File: src/rtl/audio_pkg.sv
`timescale 1ns/1ps
// audio_pkg
// Shared types and helpers for the audio mixer / delta-sigma block.
//   mix_mode_e  : output mode encodings (PCM, DSM1, DSM2, reserved)
//   mix_state_e : mixer FSM states
//   GAIN_UNITY  : gain code that represents x1.0
//   FRAC_SH     : fractional bits of the gain (log2 of GAIN_UNITY)
//   sat_s()     : clamp a signed value into a signed field of 'width' bits
package audio_pkg;

  typedef enum logic [1:0] {
    MIX_PCM  = 2'd0,
    MIX_DSM1 = 2'd1,
    MIX_DSM2 = 2'd2,
    MIX_RSVD = 2'd3
  } mix_mode_e;

  typedef enum logic [1:0] {
    ST_IDLE = 2'd0,
    ST_SUM  = 2'd1,
    ST_OUT  = 2'd2
  } mix_state_e;

  localparam int GAIN_UNITY = 8;
  localparam int FRAC_SH    = $clog2(GAIN_UNITY);

  function automatic logic signed [63:0] sat_s(input logic signed [63:0] value,
                                              input int unsigned        width);
    logic signed [63:0] hi;
    logic signed [63:0] lo;
    hi = (64'sd1 <<< (width - 1)) - 64'sd1;
    lo = -(64'sd1 <<< (width - 1));
    if (value > hi) return hi;
    if (value < lo) return lo;
    return value;
  endfunction

endpackage

File: src/rtl/audio_mix_dsm_if.sv
`timescale 1ns/1ps
// audio_mix_dsm_if
// Bundles the mixer's sample inputs, configuration and outputs.
//   master : sound-source side (drives samples, strobe, gains, mode)
//   slave  : the mixer (drives pcm_out/pcm_valid/dsm_out/busy/clip/overrun)
interface audio_mix_dsm_if #(
  parameter int CHANNELS = 5,
  parameter int IN_W     = 16,
  parameter int OUT_W    = 16,
  parameter int GAIN_W   = 4
);
  logic                       sample_ce;
  logic [CHANNELS*IN_W-1:0]   ch_data;
  logic [CHANNELS-1:0]        ch_signed;
  logic [CHANNELS*GAIN_W-1:0] ch_gain;
  logic [CHANNELS-1:0]        ch_mute;
  logic [1:0]                 mode;
  logic signed [OUT_W-1:0]    pcm_out;
  logic                       pcm_valid;
  logic                       dsm_out;
  logic                       busy;
  logic                       clip;
  logic                       overrun;

  modport master (
    output sample_ce, ch_data, ch_signed, ch_gain, ch_mute, mode,
    input  pcm_out, pcm_valid, dsm_out, busy, clip, overrun
  );

  modport slave (
    input  sample_ce, ch_data, ch_signed, ch_gain, ch_mute, mode,
    output pcm_out, pcm_valid, dsm_out, busy, clip, overrun
  );
endinterface

File: src/rtl/audio_dsm.sv
`timescale 1ns/1ps
// audio_dsm
// 1st/2nd-order delta-sigma modulator fed by the mixed PCM sample.
//   clk_sys : system clock
//   reset   : synchronous, active-high
//   mode    : MIX_DSM1 / MIX_DSM2 run the modulator; other codes hold it at 0
//   pcm_out : signed PCM sample from the mixer
//   dsm_out : registered 1-bit stream
module audio_dsm
  import audio_pkg::*;
#(
  parameter int OUT_W = 16
) (
  input  logic                    clk_sys,
  input  logic                    reset,
  input  logic [1:0]              mode,
  input  logic signed [OUT_W-1:0] pcm_out,
  output logic                    dsm_out
);
  localparam int INT_W  = OUT_W + 4;
  localparam int WIDE_W = OUT_W + 6;  // headroom for integrator + two addends
  localparam logic signed [WIDE_W-1:0] FB  = WIDE_W'(64'sd1 <<< (OUT_W - 1));
  localparam logic signed [WIDE_W-1:0] LIM = WIDE_W'(64'sd1 <<< (OUT_W + 2));

  function automatic logic signed [INT_W-1:0] clamp(input logic signed [WIDE_W-1:0] v);
    if (v > LIM)  return INT_W'(LIM);
    if (v < -LIM) return INT_W'(-LIM);
    return INT_W'(v);
  endfunction

  logic [OUT_W:0]             acc1_q, acc1_d, acc1_sum;
  logic signed [INT_W-1:0]    i1_q, i1_d, i1_new;
  logic signed [INT_W-1:0]    i2_q, i2_d, i2_new;
  logic [1:0]                 mode_q, mode_d;
  logic                       dsm_out_q, dsm_out_d;
  logic [OUT_W-1:0]           u;
  logic signed [WIDE_W-1:0]   f;

  always_comb begin
    u        = {~pcm_out[OUT_W-1], pcm_out[OUT_W-2:0]};
    f        = dsm_out_q ? FB : -FB;
    acc1_sum = {1'b0, acc1_q[OUT_W-1:0]} + {1'b0, u};
    // i2 integrates the freshly updated i1 (same-cycle cascade).
    i1_new   = clamp(WIDE_W'(i1_q) + WIDE_W'(pcm_out) - f);
    i2_new   = clamp(WIDE_W'(i2_q) + WIDE_W'(i1_new) - f);

    mode_d    = mode;
    acc1_d    = '0;
    i1_d      = '0;
    i2_d      = '0;
    dsm_out_d = 1'b0;
    // A mode change leaves everything at the zero defaults for one clock.
    if (mode == mode_q) begin
      case (mix_mode_e'(mode))
        MIX_DSM1: begin
          acc1_d    = acc1_sum;
          dsm_out_d = acc1_sum[OUT_W];
        end
        MIX_DSM2: begin
          i1_d      = i1_new;
          i2_d      = i2_new;
          dsm_out_d = ~i2_new[INT_W-1];
        end
        default: ;
      endcase
    end
  end

  always_ff @(posedge clk_sys) begin
    if (reset) begin
      acc1_q    <= '0;
      i1_q      <= '0;
      i2_q      <= '0;
      mode_q    <= MIX_PCM;
      dsm_out_q <= 1'b0;
    end else begin
      acc1_q    <= acc1_d;
      i1_q      <= i1_d;
      i2_q      <= i2_d;
      mode_q    <= mode_d;
      dsm_out_q <= dsm_out_d;
    end
  end

  assign dsm_out = dsm_out_q;
endmodule

File: src/rtl/audio_mix_dsm.sv
`timescale 1ns/1ps
// audio_mix_dsm
// N-channel mixer: per-channel signedness, gain (1/8 units) and mute, one
// channel accumulated per clock, saturating PCM output, optional DSM stream.
//   clk_sys : system clock
//   reset   : synchronous, active-high
//   mix     : slave side of audio_mix_dsm_if (samples, config, results)
module audio_mix_dsm
  import audio_pkg::*;
#(
  parameter int CHANNELS = 5,
  parameter int IN_W     = 16,
  parameter int OUT_W    = 16,
  parameter int GAIN_W   = 4
) (
  input  logic           clk_sys,
  input  logic           reset,
  audio_mix_dsm_if.slave mix
);
  localparam int PROD_W = IN_W + GAIN_W;
  localparam int ACC_W  = IN_W + GAIN_W + $clog2(CHANNELS);
  localparam int IDX_W  = (CHANNELS > 1) ? $clog2(CHANNELS) : 1;
  // Remove the gain fraction, then any extra input precision.
  localparam int SHIFT  = FRAC_SH + ((IN_W > OUT_W) ? (IN_W - OUT_W) : 0);

  mix_state_e                  state_q, state_d;
  logic [IDX_W-1:0]            idx_q, idx_d;
  logic signed [ACC_W-1:0]     acc_q, acc_d;
  logic [CHANNELS*IN_W-1:0]    data_q, data_d;
  logic [CHANNELS-1:0]         signed_q, signed_d;
  logic [CHANNELS*GAIN_W-1:0]  gain_q, gain_d;
  logic [CHANNELS-1:0]         mute_q, mute_d;
  logic signed [OUT_W-1:0]     pcm_q, pcm_d;
  logic                        clip_q, clip_d;
  logic                        overrun_q, overrun_d;

  int                          ch;
  logic [IN_W-1:0]             raw;
  logic signed [IN_W-1:0]      sval;
  logic [GAIN_W-1:0]           gain;
  logic signed [PROD_W-1:0]    prod;
  logic signed [ACC_W-1:0]     sum;
  logic signed [ACC_W-1:0]     shifted;
  logic signed [63:0]          sat_v;
  logic                        clip_hit;

  // NOTE: every variable gets a default at the top of the always_comb so no
  // path leaves it unassigned; otherwise synthesis infers a latch.
  always_comb begin
    ch   = int'(idx_q);
    raw  = data_q[ch*IN_W +: IN_W];
    sval = signed_q[ch] ? raw : {~raw[IN_W-1], raw[IN_W-2:0]};
    gain = gain_q[ch*GAIN_W +: GAIN_W];

    // Shift-add multiply by the unsigned gain; a muted channel adds nothing.
    prod = '0;
    if (!mute_q[ch]) begin
      for (int b = 0; b < GAIN_W; b++) begin
        if (gain[b]) prod = prod + (PROD_W'(sval) <<< b);
      end
    end

    sum      = acc_q + ACC_W'(prod);
    shifted  = sum >>> SHIFT;  // arithmetic: truncates toward -inf
    sat_v    = sat_s(64'(shifted), OUT_W);
    clip_hit = (sat_v != 64'(shifted));

    state_d   = state_q;
    idx_d     = idx_q;
    acc_d     = acc_q;
    data_d    = data_q;
    signed_d  = signed_q;
    gain_d    = gain_q;
    mute_d    = mute_q;
    pcm_d     = pcm_q;
    clip_d    = clip_q;
    overrun_d = overrun_q;

    unique case (state_q)
      ST_IDLE: begin
        if (mix.sample_ce) begin
          state_d  = ST_SUM;
          idx_d    = '0;
          acc_d    = '0;
          data_d   = mix.ch_data;
          signed_d = mix.ch_signed;
          gain_d   = mix.ch_gain;
          mute_d   = mix.ch_mute;
        end
      end
      ST_SUM: begin
        if (mix.sample_ce) overrun_d = 1'b1;
        acc_d = sum;
        if (idx_q == IDX_W'(CHANNELS - 1)) begin
          // Result is registered on entry to OUT so pcm_out and pcm_valid
          // appear together in the OUT cycle.
          state_d = ST_OUT;
          pcm_d   = sat_v[OUT_W-1:0];
          clip_d  = clip_q | clip_hit;
        end else begin
          idx_d = idx_q + IDX_W'(1);
        end
      end
      ST_OUT: begin
        if (mix.sample_ce) overrun_d = 1'b1;
        state_d = ST_IDLE;
      end
      default: state_d = ST_IDLE;
    endcase
  end

  // NOTE: sequential state uses non-blocking assignments so every flop samples
  // the pre-edge values regardless of statement order.
  always_ff @(posedge clk_sys) begin
    if (reset) begin
      state_q   <= ST_IDLE;
      idx_q     <= '0;
      acc_q     <= '0;
      pcm_q     <= '0;
      clip_q    <= 1'b0;
      overrun_q <= 1'b0;
    end else begin
      state_q   <= state_d;
      idx_q     <= idx_d;
      acc_q     <= acc_d;
      pcm_q     <= pcm_d;
      clip_q    <= clip_d;
      overrun_q <= overrun_d;
    end
  end

  // NOTE: the snapshot registers carry no reset; they are always loaded on
  // the strobe edge before the FSM reads them, so a reset would be dead logic.
  always_ff @(posedge clk_sys) begin
    data_q   <= data_d;
    signed_q <= signed_d;
    gain_q   <= gain_d;
    mute_q   <= mute_d;
  end

  audio_dsm #(.OUT_W(OUT_W)) u_dsm (
    .clk_sys (clk_sys),
    .reset   (reset),
    .mode    (mix.mode),
    .pcm_out (pcm_q),
    .dsm_out (mix.dsm_out)
  );

  assign mix.pcm_out   = pcm_q;
  assign mix.pcm_valid = (state_q == ST_OUT);
  assign mix.busy      = (state_q != ST_IDLE);
  assign mix.clip      = clip_q;
  assign mix.overrun   = overrun_q;
endmodule

File: src/flat_wrapper.sv
// flat-port wrapper written by rule: the top's interface ports become plain ports
module audio_mix_dsm_flat import audio_pkg::*;
#(
  parameter int CHANNELS = 5,
  parameter int IN_W     = 16,
  parameter int OUT_W    = 16,
  parameter int GAIN_W   = 4
)
  (clk_sys, reset, mix_sample_ce, mix_ch_data, mix_ch_signed, mix_ch_gain, mix_ch_mute, mix_mode, mix_pcm_out, mix_pcm_valid, mix_dsm_out, mix_busy, mix_clip, mix_overrun);
  audio_mix_dsm_if #(.CHANNELS(CHANNELS), .IN_W(IN_W), .OUT_W(OUT_W), .GAIN_W(GAIN_W)) mix_i ();
  input  logic clk_sys;
  input  logic reset;
  input wire logic [$bits(mix_i.sample_ce)-1:0] mix_sample_ce;
  input wire logic [$bits(mix_i.ch_data)-1:0] mix_ch_data;
  input wire logic [$bits(mix_i.ch_signed)-1:0] mix_ch_signed;
  input wire logic [$bits(mix_i.ch_gain)-1:0] mix_ch_gain;
  input wire logic [$bits(mix_i.ch_mute)-1:0] mix_ch_mute;
  input wire logic [$bits(mix_i.mode)-1:0] mix_mode;
  output wire logic [$bits(mix_i.pcm_out)-1:0] mix_pcm_out;
  output wire logic [$bits(mix_i.pcm_valid)-1:0] mix_pcm_valid;
  output wire logic [$bits(mix_i.dsm_out)-1:0] mix_dsm_out;
  output wire logic [$bits(mix_i.busy)-1:0] mix_busy;
  output wire logic [$bits(mix_i.clip)-1:0] mix_clip;
  output wire logic [$bits(mix_i.overrun)-1:0] mix_overrun;
  assign mix_i.sample_ce = mix_sample_ce;
  assign mix_i.ch_data = mix_ch_data;
  assign mix_i.ch_signed = mix_ch_signed;
  assign mix_i.ch_gain = mix_ch_gain;
  assign mix_i.ch_mute = mix_ch_mute;
  assign mix_i.mode = mix_mode;
  assign mix_pcm_out = mix_i.pcm_out;
  assign mix_pcm_valid = mix_i.pcm_valid;
  assign mix_dsm_out = mix_i.dsm_out;
  assign mix_busy = mix_i.busy;
  assign mix_clip = mix_i.clip;
  assign mix_overrun = mix_i.overrun;
  audio_mix_dsm #(.CHANNELS(CHANNELS), .IN_W(IN_W), .OUT_W(OUT_W), .GAIN_W(GAIN_W)) u_core (.clk_sys(clk_sys), .reset(reset), .mix(mix_i));
endmodule
File: config.mk
export PLATFORM = sky130hd
export DESIGN_NAME = audio_mix_dsm_flat
export DESIGN_NICKNAME = d
export VERILOG_FILES = /design/src/rtl/audio_pkg.sv /design/src/rtl/audio_mix_dsm_if.sv /design/src/rtl/audio_dsm.sv /design/src/rtl/audio_mix_dsm.sv /design/src/flat_wrapper.sv
export SDC_FILE = /design/constraint.sdc
export NUM_CORES = 1
export LEC_CHECK = 0
export CAP_MARGIN = 30
export CORE_UTILIZATION = 35
export DETAILED_ROUTE_END_ITERATION = 6
export DONT_BUFFER_PORTS = 1
export GPL_TIMING_DRIVEN = 0
export SYNTH_ARGS = -nofsm -noshare
export SYNTH_HDL_FRONTEND = slang
export SYNTH_SLANG_ARGS = --single-unit
File: constraint.sdc
create_clock -name clk_sys -period 14.9 [get_ports clk_sys]
set_input_delay 2.235 -clock clk_sys [delete_from_list [all_inputs] [get_ports clk_sys]]
set_output_delay 2.235 -clock clk_sys [all_outputs]
set_load 0.05 [all_outputs]
==> results.md <==
- TritonCTS clock tree: done
- Total grt overflow: 0
- Area Overhead vs Synth: 10.5%
- Yosys warnings: 0
- Register bit total from synthesis: 215
- Cell variety after synth: 95
- Number of CTS-inserted buffers: 26
- Resize count post-CTS: 0
- Avg Cell Area, Syn: 9.05 um^2
- Most frequent cell after synthesis: nor2_1
- Largest net degree at the start of global routing: 64
- Core ar.: 44400 um^2
- Syn nets: 2039
- HPWL after DPL: 31300 um
- Data required time of the worst path: 15330 ps
- FP Rows: 77
- Crit path launch type: flip-flop
- Synth area leader: edfxtp_1
- WS Path Type: reg2reg
- Worst-path fanout max: 10
- Post-route ant nets: 0
- Share of layout cells above drive strength 1: 0.0727
- Post-synth EDFFs: 110
- FF/Latch Area: 5410 um^2
- Root buffer cell: clkbuf_16
- Die Ht: 215 um
- Worst Tran Pin Value: 911 ps
- Mapped Area: 15800 um^2
- FMAX: 74.9 MHz
- Inst Count DP: 2345
- Worst EP arrival: 13780 ps
- Filler instances: 4435
- Top post-synthesis cells by count: 171 x nor2_1, 163 x ha_1, 160 x inv_1
- CTS max path bufs: 3
- Leakage power: 7.09 nW
- Synth top area share: 0.209
- Synth async-reset ratio: 0
- Top delay family on crit path: compound AO/OA/AOI/OAI gates
- Worst hold path type: reg2reg
- Clk sinks: 215
- Sequential fraction of the synthesis area: 0.341
- Die ar.: 46100 um^2
- Routability cong.: 0.882
- Crit. End Element: flip-flop
- Worst-path clk slew: 60 ps
- First-pass GRT wire length: 63800 um
- CP max stage delay: 730 ps
- Setup Skew: 15.3 ps
- Pwr Density: 122 nW/um^2
- IO Pins: 136
- DRT Pass-1 Iters: 6
- Peak VDD IR: 0.000112 V
- Post-route setup TNS: 0 ps
- Max-slew violations: 0
- H-Tree Depth: 1
- Number of global-route vias before repair: 12.3k
- Initial antenna violation count: 1
- Port bufs: 0
- Buf+Inv Stages, Crit Path: 7
- Total track usage: 0.170
- Endpoints failing hold: 0
- Most used cell, CP: ha_1
- Critical Path Slowest Stage Cell: or4b_2
- Iter 0 DRT Violations: 716
- Main flop type after synthesis: edfxtp_1
- Status: finished, final reports clean
- Multi-input gate area: 9540 um^2
- Final Cycle Share: 0.896
- Tmin final: 13340 ps
- Routed via count: 12.7k
- DRC: 0
- Final nets: 2072
- Diode count: 0
- DR vias/cell: 5.31
- Wire per inst: 16.5 um
- Final Setup Violations: 0
- Initial Utilization: 0.357
- Fin cells: 2394
- DRT Wirelength: 39600 um
- Synth area leaders: edfxtp_1 21%, dfxtp_1 13%, ha_1 13%
- Unrepaired setup endpoints after global routing: no
- Die extent in x: 215 um
- Latest clock arrival within the worst-skew pair: 550 ps
- Max Cap Viol: 0
- Setup bufs post-CTS: 0
- Slew margin rel.: 0.377
- Mapped Cells: 1749
- CTS Hold Bufs: 0
[layout make-up]
class	count	share of cell area
buffer	56	0.0149
clock buffer	32	0.0396
clock inverter	16	0.00751
inverter	167	0.0358
multi-input combinational	1311	0.545
sequential	215	0.309
tap	592	0.0423
timing repair buffer	5	0.00558
[tightest hold or removal path, cell delays in order (launching register included)]
cell	delay [ps]
dfxtp_1	330
a21oi_1	60
nor2_1	70
[per-layer routing]
| layer | track usage | part of all wire |
|---|---|---|
| met3 | 0.0405 | 0.072 |
| met4 | 0.0557 | 0.031 |
| met5 | 0 | 0.00033 |
| met2 | 0.268 | 0.43 |
| met1 | 0.227 | 0.46 |
[cell usage in the layout (no fill, tap or decap), types with 16 or more instances in the layout]
cell type  instances
clkbuf_16         26
nand3_1           24
o21a_1            18
edfxtp_1         110
dfxtp_1          105
clkbuf_1          40
nor2_1           171
xor2_1            29
o22ai_1           16
nand2b_1          40
a211oi_1          18
nor3_1            35
mux2i_1           50
a21o_1            34
nor2b_1           20
inv_1            160
xnor2_1           74
a21oi_1          129
a22oi_1           19
o21ai_0           74
a21boi_0          18
nand2_1           96
and3_1            22
ha_1             163
[where the power goes]
group,switching (mW),internal [mW],total [mW]
logic,0.517,0.343,0.860
clock network,0.261,0.350,0.611
registers,0.0104,0.655,0.666
[logic make-up after synthesis]
family,after synthesis,share of synthesized area
AND/OR/NAND/NOR,500,0.155
AO/OA/AOI/OAI,466,0.201
buffers and inverters,223,0.0561
flip-flops,215,0.341
adder cells (fa/ha/maj),177,0.145
XOR/XNOR,103,0.0570
multiplexers,65,0.0439
[path summary, 6_finish.rpt]
kind,startpoint,cells past startpoint,endpoint,slack (ps)
worst max-delay path,u_core.idx_q[0],55,u_core.mix.clip,1560
worst min-delay path,u_core.acc_q[12],2,u_core.acc_q[12],490
worst max register to register,u_core.idx_q[0],55,u_core.mix.clip,1560
worst min register to register,u_core.acc_q[12],2,u_core.acc_q[12],490
[registers in the layout (all words and copies together), names as in the netlist, 5 cells and up]
| signal | count |
|---|---|
| u_core.u_dsm.i2_q | 20 |
| u_core.data_q | 80 |
| u_core.u_dsm.acc1_q | 16 |
| u_core.mix.pcm_out | 16 |
| u_core.signed_q | 5 |
| u_core.acc_q | 23 |
| u_core.mute_q | 5 |
| u_core.gain_q | 20 |
| u_core.u_dsm.i1_q | 20 |
[stage by stage]
step	utilization	hold WS (ps)	cell area (um^2)	worst slack (ps)	total power [mW]
finish	0.394	494	17500	1560	2.14
global route	0.394	522	17500	538	2.27
CTS	0.393	502	17500	1640	2.14
detailed placement	0.375	489	16600	1690	1.52
global placement	0.373	472	16600	1980	1.51
floorplan	-	461	15800	4420	1.34
Note: power is estimated with default switching activity, not from simulation.
